**src/rtl/fsram_pkg.sv**
```systemverilog
// Shared constants for the feature-SRAM access paths (fill, drain, write-back).
package fsram_pkg;

    localparam int SRAM_NUM = 16;
    localparam int ADDR_W   = 12;
    localparam int WORD_W   = SRAM_NUM * 16;

    localparam logic [1:0] ST_IDLE  = 2'd0;
    localparam logic [1:0] ST_READ  = 2'd1;
    localparam logic [1:0] ST_DRAIN = 2'd2;
    localparam logic [1:0] ST_FIN   = 2'd3;

    localparam logic [SRAM_NUM-1:0] WEN_READ = '1;

endpackage

```
**src/rtl/fsram_rd_fifo.sv**
```systemverilog
// Small synchronous FIFO with occupancy count; head word is presented combinationally.
module fsram_rd_fifo #(
    parameter int DATA_W = 256,
    parameter int DEPTH  = 4,
    localparam int CNT_W = $clog2(DEPTH + 1),
    localparam int PTR_W = (DEPTH > 1) ? $clog2(DEPTH) : 1
) (
    input  logic              clk,
    input  logic              rst_n,
    input  logic              push,
    input  logic [DATA_W-1:0] wdata,
    input  logic              pop,
    output logic [DATA_W-1:0] rdata,
    output logic [CNT_W-1:0]  count,
    output logic              empty
);
    import fsram_pkg::*;

    logic [DATA_W-1:0] mem [DEPTH];
    logic [PTR_W-1:0]  wr_ptr;
    logic [PTR_W-1:0]  rd_ptr;
    logic              do_push;
    logic              do_pop;

    function automatic logic [PTR_W-1:0] next_ptr(input logic [PTR_W-1:0] p);
        return (p == PTR_W'(DEPTH - 1)) ? '0 : p + PTR_W'(1);
    endfunction

    // A push into a full FIFO is legal only when the head leaves in the same cycle.
    assign empty   = (count == '0);
    assign do_pop  = pop && !empty;
    assign do_push = push && ((count != CNT_W'(DEPTH)) || do_pop);
    assign rdata   = empty ? '0 : mem[rd_ptr];

    always_ff @(posedge clk) begin
        if (do_push) begin
            mem[wr_ptr] <= wdata;
        end
    end

    always_ff @(posedge clk) begin
        if (!rst_n) begin
            wr_ptr <= '0;
            rd_ptr <= '0;
            count  <= '0;
        end else begin
            if (do_push) begin
                wr_ptr <= next_ptr(wr_ptr);
            end
            if (do_pop) begin
                rd_ptr <= next_ptr(rd_ptr);
            end
            case ({do_push, do_pop})
                2'b10:   count <= count + CNT_W'(1);
                2'b01:   count <= count - CNT_W'(1);
                default: count <= count;
            endcase
        end
    end

endmodule

```
**src/rtl/fsram_rd_drain.sv**
```systemverilog
// Feature-SRAM port-B drain engine: reads a block of consecutive words and streams
// them out over valid/ready, with read issue throttled by FIFO credits.
module fsram_rd_drain #(
    parameter int SRAM_NUM   = fsram_pkg::SRAM_NUM,
    parameter int ADDR_W     = fsram_pkg::ADDR_W,
    parameter int FIFO_DEPTH = 4,
    localparam int WORD_W    = SRAM_NUM * 16
) (
    input  logic                clk,
    input  logic                rst_n,
    input  logic                start,
    input  logic [ADDR_W-1:0]   base_addr,
    input  logic [ADDR_W:0]     length,
    output logic                CENB,
    output logic [SRAM_NUM-1:0] WENB,
    output logic [ADDR_W-1:0]   AB,
    input  logic [WORD_W-1:0]   QB,
    output logic [WORD_W-1:0]   dout,
    output logic                dout_valid,
    input  logic                dout_ready,
    output logic                busy,
    output logic                done
);
    import fsram_pkg::*;

    localparam int CNT_W = $clog2(FIFO_DEPTH + 1);

    logic [1:0]        state;
    logic [ADDR_W-1:0] addr;
    logic [ADDR_W:0]   remaining;
    logic              vld_p1;
    logic              vld_p2;
    logic              issue;
    logic              pop;
    logic              drained;
    logic              fifo_empty;
    logic [CNT_W-1:0]  fifo_count;

    // Reads still travelling toward the FIFO reserve a slot, so the FIFO can never overflow.
    function automatic logic has_credit(input logic [CNT_W-1:0] cnt, input logic p1,
                                        input logic p2, input logic popped);
        logic [CNT_W+1:0] used;
        used = (CNT_W+2)'(cnt) + (CNT_W+2)'(p1) + (CNT_W+2)'(p2) - (CNT_W+2)'(popped);
        return used < (CNT_W+2)'(FIFO_DEPTH);
    endfunction

    assign WENB       = '1;
    assign pop        = dout_valid && dout_ready;
    assign dout_valid = !fifo_empty;
    assign issue      = (state == ST_READ) && (remaining != '0)
                        && has_credit(fifo_count, vld_p1, vld_p2, pop);
    assign drained    = !vld_p1 && !vld_p2
                        && ((fifo_count == '0) || ((fifo_count == CNT_W'(1)) && pop));
    assign busy       = (state == ST_READ) || (state == ST_DRAIN);
    assign done       = (state == ST_FIN);

    // p0 -> p1: issue registers CENB/AB; p1 -> p2: SRAM access, QB valid in p2 and pushed.
    always_ff @(posedge clk) begin
        if (!rst_n) begin
            state     <= ST_IDLE;
            addr      <= '0;
            remaining <= '0;
            CENB      <= 1'b1;
            AB        <= '0;
            vld_p1    <= 1'b0;
            vld_p2    <= 1'b0;
        end else begin
            CENB   <= !issue;
            vld_p1 <= issue;
            vld_p2 <= vld_p1;
            if (issue) begin
                AB        <= addr;
                addr      <= addr + ADDR_W'(1);
                remaining <= remaining - (ADDR_W+1)'(1);
            end
            case (state)
                ST_IDLE: begin
                    if (start) begin
                        addr      <= base_addr;
                        remaining <= length;
                        // An empty block settles through DRAIN, whose exit test passes at once.
                        state     <= (length != '0) ? ST_READ : ST_DRAIN;
                    end
                end
                ST_READ: begin
                    if (remaining == '0) begin
                        state <= ST_DRAIN;
                    end
                end
                ST_DRAIN: begin
                    if (drained) begin
                        state <= ST_FIN;
                    end
                end
                ST_FIN: begin
                    state <= ST_IDLE;
                end
                default: begin
                    state <= ST_IDLE;
                end
            endcase
        end
    end

    fsram_rd_fifo #(
        .DATA_W (WORD_W),
        .DEPTH  (FIFO_DEPTH)
    ) u_fifo (
        .clk   (clk),
        .rst_n (rst_n),
        .push  (vld_p2),
        .wdata (QB),
        .pop   (pop),
        .rdata (dout),
        .count (fifo_count),
        .empty (fifo_empty)
    );

endmodule

```
**config.mk**
```make
export PLATFORM = sky130hd
export DESIGN_NAME = fsram_rd_drain
export DESIGN_NICKNAME = d
export VERILOG_FILES = /design/src/rtl/fsram_pkg.sv /design/src/rtl/fsram_rd_fifo.sv /design/src/rtl/fsram_rd_drain.sv
export SDC_FILE = /design/constraint.sdc
export NUM_CORES = 1
export LEC_CHECK = 0
export ABC_CLOCK_PERIOD_IN_PS = 25600
export CORE_ASPECT_RATIO = 0.5
export CORE_MARGIN = 2
export CORE_UTILIZATION = 58
export DETAILED_ROUTE_END_ITERATION = 8
export GPL_TIMING_DRIVEN = 0
export PLACE_DENSITY = 0.81
export SETUP_SLACK_MARGIN = 0.02
export SYNTH_ARGS = -nofsm -noshare
export SYNTH_HDL_FRONTEND = slang
export SYNTH_SLANG_ARGS = --single-unit
```
**constraint.sdc**
```tcl
create_clock -name clk -period 25.6 [get_ports clk]
set_input_delay 5.12 -clock clk [delete_from_list [all_inputs] [get_ports clk]]
set_output_delay 5.12 -clock clk [all_outputs]
set_load 0.1 [all_outputs]
```
==> run metrics <==
outcome=completed; most frequent cell after synthesis=edfxtp_1; Pre-antenna DRT Iters=6; share of layout cells above drive strength 1=16.99%; CP max-delay cell=clkdlybuf4s50_1; cts repair resizes=0; Total GRT Usage=25.99%; Buf/Inv on CP=4; post-synthesis compound-gate area fraction=1.617%; clock tree buffer depth=3; cells after synthesis=between 1.5k and 2k; Clock Pin Slew Worst Setup and Hold Paths=0.06 ns; PortBufs=approximately 560; number of H-tree levels=3; worst r2r src=u_fifo.count[1]$_SDFFE_PN0P_; root buffer cell=clkbuf_16; DP HPWL=62730 um; CP Launch Type=flop; Total Routed Length=just under 100000 um; FFs w/ async S/R, synth=0%; Area Overhead vs Synth=25.26%; fillers=4049; Skew-Pair Late Insertion Delay=between 0.6 and 0.7 ns; largest family of logic cells by synthesized area=multiplexers; PD cells=between 90 and 100 nW/um2; crit path kind=flop to output pin; DRT antenna net count=0; XOR/XNOR Fraction of Synth Area=less than 1%; Reg2Reg Depth=15; FMAX=a little over 100 MHz; final-stage net count=2982; final hold violations=0; Final min period=9.748 ns; WL per Instance=26.29 um; top cell type's share of synthesized area=around 74%; pin count of the biggest net entering global routing=59; Die ar.=73790 um2; hold_sp=AB[9]$_SDFFE_PN0P_; Synth cell types=between 40 and 50; reg2reg setup slack=21.90 ns; leakage=16.36 nW; Area contributors post-synth=edfxtp_1 (74%), mux4_2 (14%), and2_1 (4.0%), dfxtp_1 (2.5%), ha_1 (0.63%); CTS tree=yes; Largest delay share family, worst path=buffers and inverters; Initial Utilization=around 59%; syn avg cell area=20.80 um2; reg2reg end=remaining[11]$_SDFF_PN0_; CP Capture Type=output pin; Max Cap Viol=0; most used flip-flop cell after synthesis=edfxtp_1; simple-gate share of the synthesized area=under 10%; max-slew violation count=0; register area share after synthesis=76.61%; clk_skew=0.01857 ns; GRT overflow=0; post-synth top area cell=edfxtp_1; initial antenna violation count=23; # hold bufs at CTS=0; mapped cell area=41470 um2; adder-cell share of the synthesized area=0.6336%; RSZ-0062 raised after global routing=no; chip height=about 190 um; Final GP Congestion=0.8525; crit path from=u_fifo.count[0]$_SDFFE_PN0P_; Final setup viols=0; Worst-Margin Slew=1.228 ns; postcts setup bufs=0; Core Util, Final=73.29%; std cell rows=69; TritonCTS Sinks=1075; Worst path most repeated cell=clkbuf_1; synthesis warning total=0; post-synthesis register bit count=1075; Largest stage delay, worst path=1.20 ns; Slew HR=between 15 and 20%; peak supply drop=0.08876 mV; Vias/cell=slightly below 6; global-route wire length before repair=~140000 um; setup TNS=0 ns; data arrival time of the worst path=~4.6 ns; vias in the first global route=22.02k; die width=382.2 um; core area=70880 um2; DR iter-0 viols=~2k; Worst Hold Slack=between 0.4 and 0.5 ns; period utilization=38.08%; hold endpoint=AB[9]$_SDFFE_PN0P_; worst-path fanout max=10; DR vias=21.78k; most common library cells after synthesis=edfxtp_1 (1024), and2_1 (264), mux4_2 (256), clkbuf_1 (61), dfxtp_1 (51); I/O Pins=573; post-synthesis mux area share=between 10 and 15%; total CTS buffers=91; EDFF count, synth=1024; Critical Path RT=20.48 ns; CP cell instances=inv_1, ha_1, nand2b_1, clkbuf_1, clkbuf_1, and2_1, clkdlybuf4s50_1; Hold Path Depth=2; DRC=0; worst hold path type=flop to flop
[flip-flops by register name (all words and copies together) (netlist names), 2 cells and up, named ones only]
name,count
AB,12
addr,12
remaining,13
state,2
u_fifo.count,3
u_fifo.mem,1024
u_fifo.rd_ptr,2
u_fifo.wr_ptr,2
[power by group]
part           switching (W)  internal, W
Clock               0.000625     0.000823
Sequential         0.0000329      0.00200
Combinational        0.00118     0.000521
[tightest hold or removal path: stages, from the launching register on]
cell and delay, ns:
dfxtp_1 0.30, o21ai_0 0.06, a21oi_1 0.06
[cells in the final DEF (no fill, tap or decap), drive strengths merged, types with 10 or more instances in the layout]
master         synthesis  final
inv                   23     27
edfxtp              1024   1024
o31ai                 16     16
mux4                 256    256
o21ai                 41     41
nor3                  11     11
bufinv                 0     14
dfxtp                 51     51
clkinv                 0     29
conb                   1     16
nand2                 16     16
nand3                 26     26
a21oi                 20     20
diode                  0     25
ha                    21     21
clkdlybuf4s50          0    555
or4                   15     15
nor2                  15     15
a31oi                 16     16
clkbuf                61    174
or3                   10     10
and2                 264    264
buf                   65     84
[stage by stage]
step / std cells / setup slack [ns] / power (W) / instance area [um2]
final: 3731 / 15.85 / 0.005176 / 51950
after global routing: 3728 / 15.66 / 0.005334 / 51940
after CTS: 3706 / 15.79 / 0.005209 / 51880
after detailed placement: 3541 / 16.54 / 0.003761 / 48790
after global placement: 3522 / 8.490 / 0.003764 / 48280
after floorplan: 2009 / 13.80 / 0.003332 / 41530
[worst max path at each step]
stage	cells after the start	slack, ns	end
after floorplan	2	13.80	u_fifo.mem[0][0]$_DFFE_PP_
after global placement	3	8.49	u_fifo.mem[2][157]$_DFFE_PP_
after detailed placement	7	16.54	dout[146]
after CTS	7	15.79	dout[146]
after global routing	7	15.66	dout[146]
final	7	15.85	dout[115]
[routing by layer]
layer | up-vias | global-route usage, % | part of all wire [%]
met2 | 773 | 45.83 | 54
met5 | - | 0 | 0
met4 | 0 | 13.16 | 4.8
met3 | 219 | 4.514 | 4.7
li1 | 9450 | - | -
met1 | 11340 | 31.49 | 36
[cells by family after synthesis]
logic type,Yosys count
buffers and inverters,149
DFF,1075
xor gates and xnor gates,4
adders and majority gates,21
other,1
and+or+nand+nor,379
muxes,257
AOI/OAI and AO/OA,108
[cell type report]
class                   count  area (um2)  area share [%]
diodes                     25       62.56          0.1204
inverters                  23       86.33          0.1662
repair buffers            574        6056           11.66
flip-flops and latches   1075       31770           61.16
well taps                 958        1199           2.307
multi-input cells         785        9096           17.51
clock buffers             113        2445           4.706
plain buffers             126       584.3           1.125
clock inverters            52       646.9           1.245
(Power assumes the default switching activity.)
